$ cat src/rtl/camera_pkg.sv
// Shared types and constants for the camera capture front end.
package camera_pkg;

    typedef struct packed {
        logic [4:0] r;
        logic [5:0] g;
        logic [4:0] b;
    } rgb565_t;

    typedef enum logic [1:0] {
        SYNC_WAIT,
        VBLANK,
        START,
        ACTIVE
    } capture_state_t;

    // Counts presented on every cycle that carries neither a pixel nor the frame start
    localparam logic [9:0] IDLE_X = 10'h3FF;
    localparam logic [8:0] IDLE_Y = 9'h1FF;

    localparam logic [9:0] DEFAULT_FRAME_WIDTH  = 10'd320;
    localparam logic [8:0] DEFAULT_FRAME_HEIGHT = 9'd240;

endpackage

$ cat src/rtl/camera_capture_if.sv
// Camera byte bus in, per-pixel stream out. master = capture block, slave = camera/consumer side.
interface camera_capture_if;

    logic [7:0]  camera_data;
    logic        camera_href;
    logic        camera_vsync;
    logic [9:0]  frame_x_count;
    logic [8:0]  frame_y_count;
    logic [15:0] pixel_data;
    logic        pixel_valid;
    logic        frame_done;
    logic        frame_error;

    modport master (
        input  camera_data, camera_href, camera_vsync,
        output frame_x_count, frame_y_count, pixel_data, pixel_valid, frame_done, frame_error
    );

    modport slave (
        output camera_data, camera_href, camera_vsync,
        input  frame_x_count, frame_y_count, pixel_data, pixel_valid, frame_done, frame_error
    );

endinterface

$ cat src/rtl/camera_capture_byte_pair_assembler.sv
// Pairs consecutive camera bytes into one RGB565 pixel; phase restarts whenever clear_i is high.
module camera_capture_byte_pair_assembler
    import camera_pkg::*;
#(
    parameter logic HIGH_BYTE_FIRST = 1'b1
) (
    input  logic       pixel_clock_in,
    input  logic       reset_n_in,
    input  logic       enable_i,
    input  logic       clear_i,
    input  logic [7:0] byte_i,
    output logic       phase_o,
    output logic       complete_o,
    output rgb565_t    pixel_o
);

    logic       phase_q;
    logic [7:0] first_q;

    always_ff @(posedge pixel_clock_in or negedge reset_n_in) begin
        if (!reset_n_in) begin
            phase_q <= 1'b0;
            first_q <= 8'h00;
        end else if (clear_i) begin
            phase_q <= 1'b0;
        end else if (enable_i) begin
            phase_q <= ~phase_q;
            if (!phase_q) begin
                first_q <= byte_i;
            end
        end
    end

    always_comb begin
        phase_o    = phase_q;
        complete_o = enable_i & phase_q;
        pixel_o    = HIGH_BYTE_FIRST ? rgb565_t'({first_q, byte_i})
                                     : rgb565_t'({byte_i, first_q});
    end

endmodule

$ cat src/rtl/camera_capture.sv
// Camera byte-stream capture: vsync/href framing to a per-pixel RGB565 stream with a
// one-cycle frame-start marker, end-of-frame pulse and malformed-frame flag.
module camera_capture
    import camera_pkg::*;
#(
    parameter logic [9:0] FRAME_WIDTH     = DEFAULT_FRAME_WIDTH,
    parameter logic [8:0] FRAME_HEIGHT    = DEFAULT_FRAME_HEIGHT,
    parameter logic       HIGH_BYTE_FIRST = 1'b1
) (
    input logic              pixel_clock_in,
    input logic              reset_n_in,
    camera_capture_if.master bus
);

    logic [7:0]     data_q;
    logic           href_q, vsync_q, href_prev_q, vsync_prev_q;
    capture_state_t state_q, state_d;
    logic [9:0]     x_cnt_q, x_cnt_d;
    logic [8:0]     line_cnt_q, line_cnt_d;
    logic           line_has_pix_q, line_has_pix_d;
    logic           err_q, err_d;

    logic           vsync_rise, vsync_fall, href_fall;
    logic           asm_en, pair_done, phase, in_window, capture, end_frame;
    rgb565_t        pixel;

    logic [9:0]     frame_x_q;
    logic [8:0]     frame_y_q;
    logic [15:0]    pixel_data_q;
    logic           pixel_valid_q, frame_done_q, frame_error_q;

    always_ff @(posedge pixel_clock_in or negedge reset_n_in) begin
        if (!reset_n_in) begin
            data_q       <= 8'h00;
            href_q       <= 1'b0;
            vsync_q      <= 1'b0;
            href_prev_q  <= 1'b0;
            vsync_prev_q <= 1'b0;
        end else begin
            data_q       <= bus.camera_data;
            href_q       <= bus.camera_href;
            vsync_q      <= bus.camera_vsync;
            href_prev_q  <= href_q;
            vsync_prev_q <= vsync_q;
        end
    end

    assign vsync_rise = vsync_q & ~vsync_prev_q;
    assign vsync_fall = ~vsync_q & vsync_prev_q;
    assign href_fall  = ~href_q & href_prev_q;
    assign asm_en     = (state_q == ACTIVE) & href_q;
    assign in_window  = (x_cnt_q < FRAME_WIDTH) && (line_cnt_q < FRAME_HEIGHT);
    // A pair completing in the same cycle vsync rises belongs to an aborted line
    assign capture    = pair_done & in_window & ~vsync_rise;
    assign end_frame  = (state_q == ACTIVE) & vsync_rise;

    camera_capture_byte_pair_assembler #(
        .HIGH_BYTE_FIRST(HIGH_BYTE_FIRST)
    ) u_byte_pair_assembler (
        .pixel_clock_in(pixel_clock_in),
        .reset_n_in    (reset_n_in),
        .enable_i      (asm_en),
        .clear_i       (~asm_en),
        .byte_i        (data_q),
        .phase_o       (phase),
        .complete_o    (pair_done),
        .pixel_o       (pixel)
    );

    always_comb begin
        state_d        = state_q;
        x_cnt_d        = x_cnt_q;
        line_cnt_d     = line_cnt_q;
        line_has_pix_d = line_has_pix_q;
        err_d          = err_q;
        unique case (state_q)
            SYNC_WAIT: if (vsync_q) state_d = VBLANK;
            VBLANK:    if (vsync_fall) state_d = START;
            START: begin
                x_cnt_d        = 10'd0;
                line_cnt_d     = 9'd0;
                line_has_pix_d = 1'b0;
                err_d          = 1'b0;
                state_d        = ACTIVE;
            end
            ACTIVE: begin
                if (capture) begin
                    x_cnt_d        = x_cnt_q + 10'd1;
                    line_has_pix_d = 1'b1;
                end
                if (pair_done && !in_window) err_d = 1'b1;
                if (href_fall) begin
                    x_cnt_d        = 10'd0;
                    line_has_pix_d = 1'b0;
                    if (line_has_pix_q && (line_cnt_q < FRAME_HEIGHT)) begin
                        line_cnt_d = line_cnt_q + 9'd1;
                    end
                    if (phase) err_d = 1'b1;
                end
                if (vsync_rise) begin
                    state_d = VBLANK;
                    if (href_q) begin
                        x_cnt_d        = 10'd0;
                        line_has_pix_d = 1'b0;
                        err_d          = 1'b1;
                    end
                    if (line_cnt_d != FRAME_HEIGHT) err_d = 1'b1;
                end
            end
            default: state_d = SYNC_WAIT;
        endcase
    end

    always_ff @(posedge pixel_clock_in or negedge reset_n_in) begin
        if (!reset_n_in) begin
            state_q        <= SYNC_WAIT;
            x_cnt_q        <= 10'd0;
            line_cnt_q     <= 9'd0;
            line_has_pix_q <= 1'b0;
            err_q          <= 1'b0;
        end else begin
            state_q        <= state_d;
            x_cnt_q        <= x_cnt_d;
            line_cnt_q     <= line_cnt_d;
            line_has_pix_q <= line_has_pix_d;
            err_q          <= err_d;
        end
    end

    always_ff @(posedge pixel_clock_in or negedge reset_n_in) begin
        if (!reset_n_in) begin
            frame_x_q     <= IDLE_X;
            frame_y_q     <= IDLE_Y;
            pixel_data_q  <= 16'h0000;
            pixel_valid_q <= 1'b0;
            frame_done_q  <= 1'b0;
            frame_error_q <= 1'b0;
        end else begin
            frame_done_q <= end_frame;
            if (end_frame) frame_error_q <= err_d;
            if (capture) begin
                pixel_valid_q <= 1'b1;
                pixel_data_q  <= pixel;
                frame_x_q     <= x_cnt_q;
                frame_y_q     <= line_cnt_q;
            end else if (state_q == START) begin
                pixel_valid_q <= 1'b0;
                frame_x_q     <= 10'd0;
                frame_y_q     <= 9'd0;
            end else begin
                pixel_valid_q <= 1'b0;
                frame_x_q     <= IDLE_X;
                frame_y_q     <= IDLE_Y;
            end
        end
    end

    assign bus.frame_x_count = frame_x_q;
    assign bus.frame_y_count = frame_y_q;
    assign bus.pixel_data    = pixel_data_q;
    assign bus.pixel_valid   = pixel_valid_q;
    assign bus.frame_done    = frame_done_q;
    assign bus.frame_error   = frame_error_q;

endmodule
$ cat src/flat_wrapper.sv
// flat-port wrapper written by rule: the top's interface ports become plain ports
module camera_capture_flat import camera_pkg::*;
#(
    parameter logic [9:0] FRAME_WIDTH     = DEFAULT_FRAME_WIDTH,
    parameter logic [8:0] FRAME_HEIGHT    = DEFAULT_FRAME_HEIGHT,
    parameter logic       HIGH_BYTE_FIRST = 1'b1
)
  (pixel_clock_in, reset_n_in, bus_camera_data, bus_camera_href, bus_camera_vsync, bus_frame_x_count, bus_frame_y_count, bus_pixel_data, bus_pixel_valid, bus_frame_done, bus_frame_error);
  camera_capture_if bus_i ();
  input logic pixel_clock_in;
  input logic reset_n_in;
  input wire logic [$bits(bus_i.camera_data)-1:0] bus_camera_data;
  input wire logic [$bits(bus_i.camera_href)-1:0] bus_camera_href;
  input wire logic [$bits(bus_i.camera_vsync)-1:0] bus_camera_vsync;
  output wire logic [$bits(bus_i.frame_x_count)-1:0] bus_frame_x_count;
  output wire logic [$bits(bus_i.frame_y_count)-1:0] bus_frame_y_count;
  output wire logic [$bits(bus_i.pixel_data)-1:0] bus_pixel_data;
  output wire logic [$bits(bus_i.pixel_valid)-1:0] bus_pixel_valid;
  output wire logic [$bits(bus_i.frame_done)-1:0] bus_frame_done;
  output wire logic [$bits(bus_i.frame_error)-1:0] bus_frame_error;
  assign bus_i.camera_data = bus_camera_data;
  assign bus_i.camera_href = bus_camera_href;
  assign bus_i.camera_vsync = bus_camera_vsync;
  assign bus_frame_x_count = bus_i.frame_x_count;
  assign bus_frame_y_count = bus_i.frame_y_count;
  assign bus_pixel_data = bus_i.pixel_data;
  assign bus_pixel_valid = bus_i.pixel_valid;
  assign bus_frame_done = bus_i.frame_done;
  assign bus_frame_error = bus_i.frame_error;
  camera_capture #(.FRAME_WIDTH(FRAME_WIDTH), .FRAME_HEIGHT(FRAME_HEIGHT), .HIGH_BYTE_FIRST(HIGH_BYTE_FIRST)) u_core (.pixel_clock_in(pixel_clock_in), .reset_n_in(reset_n_in), .bus(bus_i));
endmodule
$ cat config.mk
export PLATFORM = sky130hd
export DESIGN_NAME = camera_capture_flat
export DESIGN_NICKNAME = d
export VERILOG_FILES = /design/src/rtl/camera_pkg.sv /design/src/rtl/camera_capture_if.sv /design/src/rtl/camera_capture_byte_pair_assembler.sv /design/src/rtl/camera_capture.sv /design/src/flat_wrapper.sv
export SDC_FILE = /design/constraint.sdc
export NUM_CORES = 1
export LEC_CHECK = 0
export BUFFER_PORTS_ARGS = -buffer_cell sky130_fd_sc_hd__buf_2
export CORE_UTILIZATION = 50
export CTS_CLUSTER_DIAMETER = 30
export DETAILED_ROUTE_END_ITERATION = 12
export GPL_TIMING_DRIVEN = 0
export PLACE_DENSITY = 0.71
export SLEW_MARGIN = 10
export SYNTH_ARGS = -nofsm -noshare
export SYNTH_HDL_FRONTEND = slang
export SYNTH_SLANG_ARGS = --single-unit
$ cat constraint.sdc
create_clock -name pixel_clock_in -period 2.2 [get_ports pixel_clock_in]
set_input_delay 0.66 -clock pixel_clock_in [delete_from_list [all_inputs] [get_ports pixel_clock_in]]
set_output_delay 0.66 -clock pixel_clock_in [all_outputs]
set_load 0.01 [all_outputs]
==> metrics <==
status complete, no violations; Seq/Total Area, Yosys 0.599; Gate power share 0.301; #FFs+latches synth 82; Mapped Cells 326; Mapped Nets 345; worst rel slew slack 0.643; Fmax 0.494 GHz; Fin. Hold Viols 0; vias per cell 5.54; buffers added on ports 49; Detailed Route WL about 7000 um; Final Max Slew Viols 0; EDFF count, synth 0; final setup vio count 0; grt total ovfl 0; CP Launch Type register; FF-to-FF setup slack 0.17 ns; switching pwr 1.64 mW; crit path max fanout 10; n_diodes 0; Leak ~1.9 nW; DRT antenna net count 0; Starting DRT DRC Count 211; Worst Hold Class input pin to asynchronous set/reset pin; Clk pwr share 0.236; Die Area about 7300 um2; WP data arrival 2.26 ns; Final Non-Filler Cells 468; period utilization 0.920; WL per Instance 15.0 um; Sink Count 82; initial core utilization 0.531; mapped cell area roughly 3500 um2; final-stage net count 405; Top delay family on crit path simple AND/OR/NAND/NOR gates; Cells after DPL 453; most frequent CP cell buf_6; Final min period 2.03 ns; DR pass1 iterations 4; Root Buffer clkbuf_8; RR Endpoint u_core.bus.pixel_data[8]; first-pass GRT wire length 12,300 um; WP buf/inv 4; clk_skew ~0.011 ns; Tot GR Track Use 0.219; Async SR Flop Fraction 1.00; largest net degree at the start of global routing 62; Yosys warning total 0; switch share 0.343; Via Count 2,592; num rows 29; Synth Flop Type dfrtp_1; core area 6530 um2; Clock Latency Late Sink 0.35 ns; met1 Use GR 0.294; # DRC 0; Required @ worst endpoint 2.44 ns; TNS Setup 0 ns; I/O pin total 50; CTS tree built; CTS max path bufs 2; Cell variety after synth between 50 and 60; CP Capture Type register; synthesized area per cell 10.6 um2; Reg2Reg Launch Point u_core.line_cnt_q[4]; RSZ-0062 raised after global routing false; area delta synth->final 17.0%; htree depth 3; share of post-route cells with drive strength above 1 0.276; R2R cell count 9; MaxCap Viol Count 0; Seq pwr share 0.463; slowest stage cell, crit path dfrtp_1; met2 Usage GRT 0.343; maximum vdd drop just over 0.0007 V; P per Cell Area 1180 nW/um2; WS Path Type register to register; internal power 3.15 mW; Post-DP HPWL around 4700 um; Clock transition at path regs 0.08 ns; vias in the first global route between 2,000 and 3,000; GR Util met3 0.0506; Final Wtd Congestion 0.851; Final Power between 4 and 5 mW; cts bufs inserted 9; slowest cell delay on critical path around 0.38 ns; Top Usage Layer GRT met2; Die H 85.3 um; crit-path cells buf_6, and4_4, buf_6, nor4b_4, nand2_2, buf_6, clkbuf_1, nand2_1, nand2_1; DIE WIDTH 85.3 um; antenna violations before repair 0; Least-Margin Pin Slew 0.528 ns
==> logic make-up (layout without fill, tap and decap cells) <==
group	after synthesis	after routing	share of synthesized area
muxes	3	3	0.00938
buffers and inverters	24	89	0.0357
and+or+nand+nor	147	147	0.193
DFF	82	82	0.599
xor gates and xnor gates	2	2	0.00505
AOI/OAI and AO/OA	61	61	0.132
adders and majority gates	7	7	0.0253
==> placed cells by master (no fill, tap or decap), types with 4 or more instances in the layout <==
master    synthesis  layout
nand2_1          92      92
dfrtp_1          63      63
buf_2             6      54
dfstp_2          19      19
nor2_1           16      16
o21a_1           15      15
nand3_1           9       9
clkbuf_8          0       9
o21ai_0           8       8
ha_1              7       7
inv_1             6       6
a21oi_1           6       6
a31oi_1           6       6
nand2b_1          4       4
o31ai_1           4       4
==> Yosys cell counts (2+ instances only) <==
cell      number  area, um2
a41oi_1        2       17.5
and3_1         2       12.5
a21boi_0       2       15.0
clkbuf_1       5       18.8
a21oi_1        6       30.0
nor2_1        16       60.1
o41ai_1        2       17.5
nor3_1         4       20.0
o211ai_1       3       22.5
a31oi_1        6       37.5
nand3_1        9       45.0
o21ai_0        8       40.0
or3_1          2       12.5
ha_1           7       87.6
buf_2          6       30.0
xnor2_1        2       17.5
o31ai_1        4       30.0
mux2_2         2       22.5
nand2b_1       4       25.0
nor4_1         3       18.8
and2_1         2       12.5
o21a_1        15        113
inv_1          6       22.5
dfstp_2       19        499
a22o_1         3       26.3
dfrtp_1       63       1580
nor2b_1        3       18.8
clkinv_1       2       7.51
buf_6          3       33.8
nand3b_1       2       15.0
nand2_1       92        345
==> how the worst max path moves through the flow <==
stage	startpoint	end	slack, ns	cells after the start
after floorplan	u_core.line_cnt_q[4]	u_core.x_cnt_q[7]	0.37	8
after global placement	reset_n_in	u_core.bus.pixel_data[4]	-0.12	1
after detailed placement	u_core.state_q[0]	u_core.line_cnt_q[4]	0.08	6
after CTS	u_core.state_q[0]	u_core.line_cnt_q[4]	0.03	6
after global routing	u_core.line_cnt_q[4]	u_core.bus.pixel_data[10]	0.02	9
final	u_core.line_cnt_q[4]	u_core.bus.pixel_data[8]	0.17	9
==> repair_timing <==
item	4_1_cts	5_1_grt
endpoints found under the setup margin	0	35
hold buffers	0	0
resized for setup	0	4
setup buffers	0	0
==> per-stage QoR <==
stage	utilization	setup WS (ns)	hold slack, ns	instance area [um2]
floorplan	-	0.368	0.352	3470
global placement	0.583	-0.119	0.368	3810
detailed placement	0.588	0.0843	0.359	3840
CTS	0.620	0.0346	0.193	4050
global route	0.621	0.0235	0.200	4060
finish	0.621	0.175	0.193	4060
==> layout make-up <==
cell class	instances	area, um2
inverters	8	30.0
flip-flops and latches	82	2080
well taps	77	96.3
fillers	523	2480
clock buffers	9	124
multi-input cells	220	1280
clock inverters	7	83.8
repair buffers	50	275
plain buffers	15	91.3
==> metal layers <==
layer	wire length, um	part of all wire	vias up
met1	3240	0.46	1271
li1	-	-	1238
met5	0	0	-
met4	78	0.011	0
met3	312	0.045	8
met2	3370	0.48	75
==> power by group through the flow <==
stage	Combinational [mW]	Clock [mW]	Sequential (mW)
4_1_cts	1.46	1.15	2.22
2_1_floorplan	0.742	0	2.39
6_report	1.44	1.13	2.22
3_3_place_gp	1.42	0	2.23
3_5_place_dp	1.44	0	2.24
5_1_grt	1.63	1.22	2.27
==> state kept, by name, summed over array words and instances (netlist names), 2 cells and up <==
register and flops:
u_core.bus.pixel_data 16, u_core.data_q 8, u_core.x_cnt_q 10, u_core.line_cnt_q 9, u_core.u_byte_pair_assembler.first_q 8, u_core.state_q 2, u_core.bus.frame_x_count 10, u_core.bus.frame_y_count 9
Power figures use the tool's default switching activity.
